**config.mk**
```make
export PLATFORM = sky130hd
export DESIGN_NAME = unpacker
export DESIGN_NICKNAME = d
export VERILOG_FILES = /design/src/rtl/unpacker_pkg.sv /design/src/rtl/unpacker_counter_roll.sv /design/src/rtl/unpacker.sv
export SDC_FILE = /design/constraint.sdc
export NUM_CORES = 1
export LEC_CHECK = 0
export CELL_PAD_IN_SITES_DETAIL_PLACEMENT = 0
export CELL_PAD_IN_SITES_GLOBAL_PLACEMENT = 1
export CORE_MARGIN = 2
export CORE_UTILIZATION = 34
export CTS_CLUSTER_SIZE = 10
export DETAILED_ROUTE_END_ITERATION = 8
export PLACE_DENSITY = 0.79
export SLEW_MARGIN = 0
export SYNTH_ARGS = -nofsm -noshare
export SYNTH_HDL_FRONTEND = slang
export SYNTH_SLANG_ARGS = --single-unit
```
**constraint.sdc**
```tcl
create_clock -name clk_i -period 1.63 [get_ports clk_i]
set_clock_uncertainty 0.1 [all_clocks]
set_input_delay 0.326 -clock clk_i [delete_from_list [all_inputs] [get_ports clk_i]]
set_output_delay 0.326 -clock clk_i [all_outputs]
set_load 0.01 [all_outputs]
```
**src/rtl/unpacker_pkg.sv**
```systemverilog
// Shared types and helpers for the packed-word unpacker.
package unpacker_pkg;

  typedef enum logic {
    IDLE  = 1'b0,
    DRAIN = 1'b1
  } state_t;

  function automatic int idx_width(input int n);
    return ($clog2(n) > 1) ? $clog2(n) : 1;
  endfunction

endpackage

```
**src/rtl/unpacker_counter_roll.sv**
```systemverilog
// Up counter that rolls over to 0 after reaching max_val_i; 1-cycle update.
// No backpressure of its own: counts only when up_i is high.
module counter_roll #(
  parameter int width_p = 2
) (
  input  logic               clk_i,
  input  logic               reset_i,
  input  logic               up_i,
  input  logic [width_p-1:0] max_val_i,
  output logic [width_p-1:0] count_o
);

  always_ff @(posedge clk_i) begin
    if (reset_i) begin
      count_o <= '0;
    end else if (up_i) begin
      count_o <= (count_o == max_val_i) ? '0 : count_o + 1'b1;
    end
  end

endmodule

```
**src/rtl/unpacker.sv**
```systemverilog
// Splits a packed word into num_packed_p elements, LSB first; element 0 one cycle after accept.
// Holds the current element under backpressure; takes the next word on the last element's fire.
module unpacker
  import unpacker_pkg::*;
#(
  parameter int unpacked_p   = 2,
  parameter int num_packed_p = 4
) (
  input  logic                               clk_i,
  input  logic                               reset_i,
  input  logic [unpacked_p*num_packed_p-1:0] packed_i,
  input  logic                               valid_i,
  output logic                               ready_o,
  output logic [unpacked_p-1:0]              unpacked_o,
  output logic                               valid_o,
  input  logic                               ready_i,
  output logic                               last_o
);

  localparam int width    = unpacked_p * num_packed_p;
  localparam int iw       = idx_width(num_packed_p);
  localparam logic [iw-1:0] last_idx = iw'(num_packed_p - 1);

  state_t           state;
  state_t           state_next;
  logic [width-1:0] shift;
  logic [iw-1:0]    idx;
  logic             in_fire;
  logic             out_fire;

  assign valid_o    = (state == DRAIN);
  assign unpacked_o = shift[unpacked_p-1:0];
  assign last_o     = valid_o & (idx == last_idx);
  assign out_fire   = valid_o & ready_i;
  // Opening up on the last element's fire keeps words flowing with no bubble.
  assign ready_o    = reset_i & ((state == IDLE) | (out_fire & last_o));
  assign in_fire    = valid_i & ready_o;

  counter_roll #(
    .width_p (iw)
  ) u_idx (
    .clk_i     (clk_i),
    .reset_i   (~reset_i),
    .up_i      (out_fire),
    .max_val_i (last_idx),
    .count_o   (idx)
  );

  always_comb begin
    state_next = state;
    case (state)
      IDLE:    if (in_fire) state_next = DRAIN;
      DRAIN:   if (out_fire && last_o && !in_fire) state_next = IDLE;
      default: state_next = IDLE;
    endcase
  end

  always_ff @(posedge clk_i) begin
    if (!reset_i) begin
      state <= IDLE;
    end else begin
      state <= state_next;
    end
  end

  always_ff @(posedge clk_i) begin
    if (!reset_i) begin
      shift <= '0;
    end else if (in_fire) begin
      shift <= packed_i;
    end else if (out_fire) begin
      // Clearing on the final element keeps unpacked_o at zero while idle.
      shift <= last_o ? '0 : (shift >> unpacked_p);
    end
  end

endmodule

```
==> Word-level counts from Yosys, hierarchy flattened <==
Index checks and enable logic that the tools add are counted.
{ "totals": {"register_bits": 11, "elab_cells": 23, "out_inout_bits": 5, "input_bits": 12} }
{ "classes": {"addsub": 1, "bitwise": 7, "reduce_logical": 4, "n_mux": 7, "n_eq_ne": 1} }
{ "op_table": {"columns": ["operator", "count"], "rows": [
  ["8-bit 2-to-1 mux", 2],
  ["6-bit 2-to-1 mux", 1],
  ["1-bit AND", 5],
  ["2-bit by 1-bit adder with 2-bit output (second input constant)", 1],
  ["2-bit == test (second input constant)", 1],
  ["1-bit logical AND", 2],
  ["1-bit 2-to-1 mux", 2],
  ["2-bit 2-to-1 mux", 1],
  ["1-bit case mux with 2 select lines", 1],
  ["2-bit nonzero test", 1],
  ["1-bit logical NOT", 1],
  ["1-bit inverter", 1],
  ["1-bit bitwise OR", 1]
]} }

==> Logic depth before layout (Yosys ltp) <==
Gate-level depths: netlist of the first run.
{ "depth": {"depth_word": 10, "mapped_depth": 5, "mapped_depth_nobuf": 4} }

==> By module <==
A second synthesis of the first run with hierarchy kept.
{ "hier_totals": {"cells_unflattened": 64, "area_unflattened_um2": 580.6} }
{ "modules_own_cells": {"columns": ["module", "area_each_um2", "cells_per_inst", "seq_area_each_um2", "instances"], "rows": [
  ["unpacker", 476.7, 52, 180.2, 1],
  ["counter_roll", 103.8, 12, 40.0, 1]
]} }

==> Worst setup path before layout of the first run <==
OpenSTA, ideal clock, no wires.
{ "synth_timing": {"path_type": "register to output", "start": "register state, in the netlist valid_o", "end": "output port ready_o", "stages_incl_launch_ff": 4, "path_slack_ns": 0.195, "arrival_time_ns": 1.009, "required_ns": 1.204, "path_buffers": 1, "path_cell_list": "dfxtp_1 buf_4 a21bo_2 and2_1"} }
{ "synth_via": {"elab_chain_len": 4, "elab_cells_between_ends": 6, "cone_classes": "bitwise: 6"} }
{ "synth_lines": {"columns": ["element", "line", "rtl"], "rows": [
  ["from (decl)", "unpacker.sv:24", "state_t state;"],
  ["from (signal assigned)", "unpacker.sv:62", "state <= state_next;"],
  ["1-bit AND, on equally long branches", "unpacker.sv:34, unpacker.sv:33", null],
  ["1-bit AND", "unpacker.sv:36", "assign ready_o = reset_i & ((state == IDLE) | (out_fire & last_o));"],
  ["1-bit bitwise OR (*)", "unpacker.sv:36", null],
  ["1-bit AND (*)", "unpacker.sv:36", null],
  ["to (decl)", "unpacker.sv:13", "output logic ready_o,"]
]} }
Every way passes the cells marked *; elsewhere a longest branch is shown, timed or not.

==> Worst setup path in the final report of the first run <==
{ "layout_timing": {"start": "register u_idx.count_o[1]", "end": "output port ready_o"} }
{ "layout_via": {"elab_chain_len": 5} }
{ "layout_lines": {"columns": ["element", "line", "rtl"], "rows": [
  ["from (decl)", "unpacker_counter_roll.sv:10", "output logic [width_p-1:0] count_o"],
  ["from (signal assigned)", "unpacker_counter_roll.sv:17", "count_o <= (count_o == max_val_i) ? '0 : count_o + 1'b1;"],
  ["2-bit == test", "unpacker.sv:33", "assign last_o = valid_o & (idx == last_idx);"],
  ["1-bit AND", "unpacker.sv:33", null],
  ["1-bit AND", "unpacker.sv:36", null],
  ["1-bit bitwise OR", "unpacker.sv:36", null],
  ["1-bit AND", "unpacker.sv:36", null]
]} }
No other way between the ends.

==> flow_summary_export.csv, run 1 <==
group,metric,value,unit
global_route,first_global_vias,534,
global_route,overflow,0,
critical_path,required,1200,ps
yosys,synth_area_leaders,"dfxtp_1 (34%), a31oi_2 (9.7%), nand3_1 (8.5%), a21oi_2 (6.8%), o21bai_1 (5.8%)",
place,dp_hpwl,1090,microns
timing,hold_slack,370,ps
yosys,yosysUniqueCellTypes,24,
critical_path,crit_path_start_kind,"flop",
timing,worstMarginPinSlew,319,ps
pwr,p_leak,0.370,nW
detailed_routing,ant_nets,0,
timing,maxSlewViolCount,0,
yosys,syn_avg_cell_area,9.08,sq um
layout,syn_to_final_growth,43.1,%
yosys,syn-num-nets,84,
critical_path,end_kind,"output port",
yosys,synth-seq-cells,11,
pwr,power,656,uW
detailed_routing,remaining_drc_errors,0,
yosys,synth-edff-count,0,
timing,hold_viol_final,0,
global_route,grt_max_degree,15,
timing,setup_violations,1,
timing,min_period_over_period,1.01,
pwr,irDropWorstVdd,0.000455,V
detailed_routing,first_iter_violations,8,
critical_path,arrival,1220,ps
clock_tree,clk_pin_slew_worst_paths,70,ps
layout,nets,111,
layout,fillCellCount,182,
timing,slew_headroom,0.787,
layout,layout-drive-gt1-share,0.340,
floorplan,initial_core_util,0.369,
critical_path,crit_path_top_delay_cell,"dfxtp_2",
clock_tree,root_buffer,"clkbuf_4",
pwr,power.density,711,mW/mm^2
floorplan,fp.dieH,47.5,microns
yosys,syn_inst,71,
detailed_routing,drt-pass1-iter-count,4,
layout,layout_common_cells,"clkdlybuf4s50_1 (12), nand3_1 (11), buf_4 (11)",
clock_tree,cts_sinks,11,
layout,regArea,223,sq um
detailed_routing,vias_per_cell,4.96,
critical_path,critical_path.cell_chain,"ha_4, a21bo_2, and2_4, buf_6",
min_path,hp-class,"reg2reg",
yosys,yosysWarnings,0,
layout,multi_input_area,394,sq um
floorplan,core_area,0.00175,sq mm
critical_path,slowest_delay,340,ps
detailed_routing,totalWireLength,1480,microns
timing,fin_ws,-13.0,ps
layout,design_area,922,sq um
critical_path,cp_top_family,"flip-flops",
floorplan,fp.dieW,47.5,microns
yosys,synth_seq_area_share,0.342,
yosys,postSynth.asyncResetShare,0,
detailed_routing,routedWlPerCell,12.1,microns
floorplan,rows,15,
floorplan,io_pins,17,
place,gp_congestion,0.758,
clock_tree,clock_path_buffers,2,
global_route,grt_pass1_wl,2370,microns
yosys,synth_top_area_frac,0.342,
run,max_cap_viol_count,0,
global_route,grt_antenna_before_repair,0,
yosys,yosysTopAreaCell,"dfxtp_1",
layout,n_antenna_cell,0,
status,status,"finished with violations",
yosys,synthesis.area,644,sq um
global_route,grt_usage,0.153,
status,violations,"setup timing",
critical_path,worst-path-buf-inv,1,
timing,rsz0062_at_grt,"true",
floorplan,dieArea,0.00226,sq mm
layout,final_util,0.528,
clock_tree,cts_hold_buf,0,
yosys,synth_top_flop_cell,"dfxtp_1",
timing,fmax,609,MHz
place,pre_cts_ws,-373,ps
critical_path,criticalPathCategory,"reg2out",
place,portBuffers,16,
timing,min_period,1640,ps
layout,final_common_cell,"clkdlybuf4s50_1",
clock_tree,cts_buffers,3,
place,place_area,881,sq um
critical_path,cp_max_fo,2,
clock_tree,clk_latency,270,ps
clock_tree,htreeDepth,1,
detailed_routing,vias,605,
clock_tree,cts_tree,"done",
-- cell usage after synthesis (2+ instances only) --
master	count
a31oi_2	5
inv_1	2
a21oi_2	5
nand2_1	5
dfxtp_1	11
buf_4	3
a21boi_1	4
o21ai_0	6
nand3_1	11
o21bai_1	5
-- tightest hold or removal path: stages (launching register included) --
cell and delay [ps]:
dfxtp_1 310, nand3_1 60, a21boi_1 50
-- sequential cells by signal, indices dropped and copies added, names as in the netlist --
name,count
valid_o,1
shift,8
u_idx.count_o,2
-- where the power goes --
part	internal (mW)	switching [mW]	total (mW)
Sequential	0.291	0.0109	0.301
Combinational	0.0915	0.0700	0.162
Clock	0.0949	0.0982	0.193
Total	0.477	0.179	0.656
-- through the flow --
step	std cells	setup TNS (ps)
after floorplan	71	0
after detailed placement	118	-1640
after CTS	122	-52.7
final	122	-13.0
after global routing	122	-48.3
after global placement	118	-1740
-- path summary, 6_finish.rpt --
| kind | cells after the start | end | slack (ps) | startpoint |
|---|---|---|---|---|
| worst max-delay path | 4 | ready_o | -10 | u_idx.count_o[1]$_SDFFE_PN0P_ |
| worst min-delay path | 2 | shift[6]$_SDFFE_PN0P_ | 370 | shift[6]$_SDFFE_PN0P_ |
| worst max register to register | 5 | shift[3]$_SDFFE_PN0P_ | 190 | valid_o$_SDFF_PN0_ |
| worst min register to register | 2 | shift[6]$_SDFFE_PN0P_ | 370 | shift[6]$_SDFFE_PN0P_ |
-- area by class of cell --
class / instances / share of cell area
multi-input combinational: 53 / 0.427
timing repair buffer: 27 / 0.261
sequential: 11 / 0.242
tap: 25 / 0.0339
clock buffer: 4 / 0.0285
inverter: 2 / 0.00814
-- layer usage --
| layer | vias to the layer above | track usage | routed length (microns) |
|---|---|---|---|
| met4 | 0 | 0.0649 | 18 |
| met3 | 2 | 0.0566 | 96 |
| met5 | - | 0 | 0 |
| met1 | 278 | 0.185 | 699 |
| met2 | 17 | 0.246 | 665 |
| li1 | 308 | - | - |
-- what timing repair did --
action                     4_1_cts  5_1_grt
setup endpoints to repair        3        1
setup buffers                    0        0
pin swaps                        0        2
gates cloned                     0        0
resized for setup               13        3
-- logic make-up after synthesis --
family | after synthesis | synth area share
adder cells (fa/ha/maj) | 1 | 0.0194
flip-flops | 11 | 0.342
AND/OR/NAND/NOR | 22 | 0.177
buffers and inverters | 7 | 0.0699
AO/OA/AOI/OAI | 28 | 0.353
multiplexers | 2 | 0.0388
(Power assumes the default switching activity.)
==> inputs of run 2 (changes only) <==
- clock period: 1.63 -> 1.7 ns (I/O delays scaled with it)
==> run 2 against run 1 <==
The run now ends clean; cell area stayed put; register-to-register slack improved by 60 ps; clock power fell by 5%; setup slack gained 55 ps; sequential cell count stayed put; largest cell class unchanged; routed wire length is 2.1% higher; worst hold slack better by 0.84 ps; die area stayed put; critical path type unchanged.
==> flow_summary_export.csv, run 2 (same netlist as run 1, synthesis figures left out) <==
group,metric,value,unit
critical_path,crit_path_start_kind,"flop",
pwr,power.density,681,mW/mm^2
run,max_cap_viol_count,0,
critical_path,cp_top_family,"flip-flops",
timing,slew_headroom,0.782,
clock_tree,htreeDepth,1,
detailed_routing,first_iter_violations,4,
status,status,"completed",
detailed_routing,routedWlPerCell,12.4,microns
detailed_routing,totalWireLength,1510,microns
critical_path,rr_startpoint,"valid_o$_SDFF_PN0_",
floorplan,core_area,0.00175,sq mm
clock_tree,clk_pin_slew_worst_paths,70,ps
timing,min_period_over_period,0.975,
critical_path,end_kind,"output port",
critical_path,slowest_delay,340,ps
layout,n_antenna_cell,0,
place,gp_congestion,0.758,
layout,largest_register_ffs,8,
layout,final_util,0.528,
critical_path,r2r_end,"shift[3]$_SDFFE_PN0P_",
critical_path,arrival,1220,ps
timing,hold_viol_final,0,
layout,finalNonFillerCells,122,
layout,syn_to_final_growth,43.1,%
min_path,hp-class,"reg2reg",
detailed_routing,ant_nets,0,
min_path,hold_depth,2,
floorplan,fp.dieH,47.5,microns
place,dp_cells,118,
min_path,min_from,"shift[6]$_SDFFE_PN0P_",
pwr,p_leak,0.370,nW
timing,min_period,1660,ps
min_path,hold_end,"shift[6]$_SDFFE_PN0P_",
floorplan,dieArea,0.00226,sq mm
clock_tree,clk_latency,270,ps
clock_tree,cts_hold_buf,0,
floorplan,rows,15,
detailed_routing,drt-pass1-iter-count,4,
global_route,overflow,0,
critical_path,worst-path-buf-inv,1,
critical_path,criticalPathCategory,"reg2out",
critical_path,rr_worst_depth,5,
place,portBuffers,16,
layout,layout_common_cells,"clkdlybuf4s50_1 (12), nand3_1 (11), buf_4 (11)",
floorplan,io_pins,17,
global_route,first_global_vias,530,
detailed_routing,vias,611,
detailed_routing,remaining_drc_errors,0,
layout,nets,111,
layout,final_common_cell,"clkdlybuf4s50_1",
clock_tree,root_buffer,"clkbuf_4",
critical_path,r2r_slack,250,ps
floorplan,fp.dieW,47.5,microns
timing,rsz0062_at_grt,"false",
global_route,grt_pass1_wl,2420,microns
timing,tns,0,ps
detailed_routing,vias_per_cell,5.01,
timing,setup_violations,0,
critical_path,critical_path.cell_chain,"ha_4, a21bo_2, and2_4, buf_6",
timing,fmax,603,MHz
global_route,grt_max_degree,15,
global_route,grt_antenna_before_repair,0,
global_route,grt_usage,0.157,
clock_tree,cts_tree,"done",
layout,top_register,"shift",
pwr,irDropWorstVdd,0.000447,V
floorplan,initial_core_util,0.369,
layout,layout-drive-gt1-share,0.340,
critical_path,crit_path_top_delay_cell,"dfxtp_2",
place,dp_hpwl,1120,microns
clock_tree,clock_path_buffers,2,
critical_path,required,1260,ps
timing,maxSlewViolCount,0,
critical_path,cp_max_fo,2,
clock_tree,cts_buffers,3,
clock_tree,postCtsSetupBuffers,0,
timing,worstMarginPinSlew,326,ps
clock_tree,cts_sinks,11,
-- run 2: cell count changes in the layout (fill, tap and decap cells not counted), sizes merged --
cell,delta
buf,-1
clkbuf,+1
-- run 2: stage by stage --
step	hold slack (ps)	worst slack, ps	power (mW)	instance area [sq um]
after CTS	373	2.08	0.635	916
after floorplan	339	251	0.379	644
after detailed placement	354	-331	0.449	881
after global placement	348	-329	0.447	881
final	370	41.7	0.628	922
after global routing	400	7.79	0.666	922
-- run 2: worst max path at each step --
stage	from	endpoint	slack (ps)	cells after the start
after CTS	u_idx.count_o[0]$_SDFFE_PN0P_	ready_o	2	4
after global routing	u_idx.count_o[0]$_SDFFE_PN0P_	ready_o	8	4
after floorplan	valid_o$_SDFF_PN0_	ready_o	250	3
after global placement	ready_i	ready_o	-330	4
final	u_idx.count_o[1]$_SDFFE_PN0P_	ready_o	40	4
after detailed placement	ready_i	ready_o	-330	4
-- run 2: what timing repair did --
action                     in CTS  in global routing
resized for setup              11                  4
gates cloned                    0                  0
pin swaps                       0                  2
setup endpoints to repair       3                  2
-- run 2: cell type report --
cell class	instances	area, sq um
clock buffers	4	26.3
fillers	181	823
inverters	2	7.51
multi-input cells	53	394
flip-flops and latches	11	223
well taps	25	31.3
repair buffers	27	240
-- run 2: layer usage --
| layer | wire length, microns | share of wire | vias up | global-route usage |
|---|---|---|---|---|
| li1 | - | - | 309 | - |
| met4 | 18 | 0.012 | 0 | 0.0649 |
| met5 | 0 | 0 | - | 0 |
| met3 | 78 | 0.052 | 2 | 0.0604 |
| met1 | 728 | 0.48 | 283 | 0.185 |
| met2 | 685 | 0.45 | 17 | 0.257 |
-- run 2: tightest hold or removal path, cell delays in order (launching register included) --
cell	delay [ps]
dfxtp_1	310
nand3_1	60
a21boi_1	50
-- run 2: report_power, final --
group,switching [mW],internal (mW)
logic,0.0679,0.0878
registers,0.0102,0.279
clock network,0.0923,0.0909
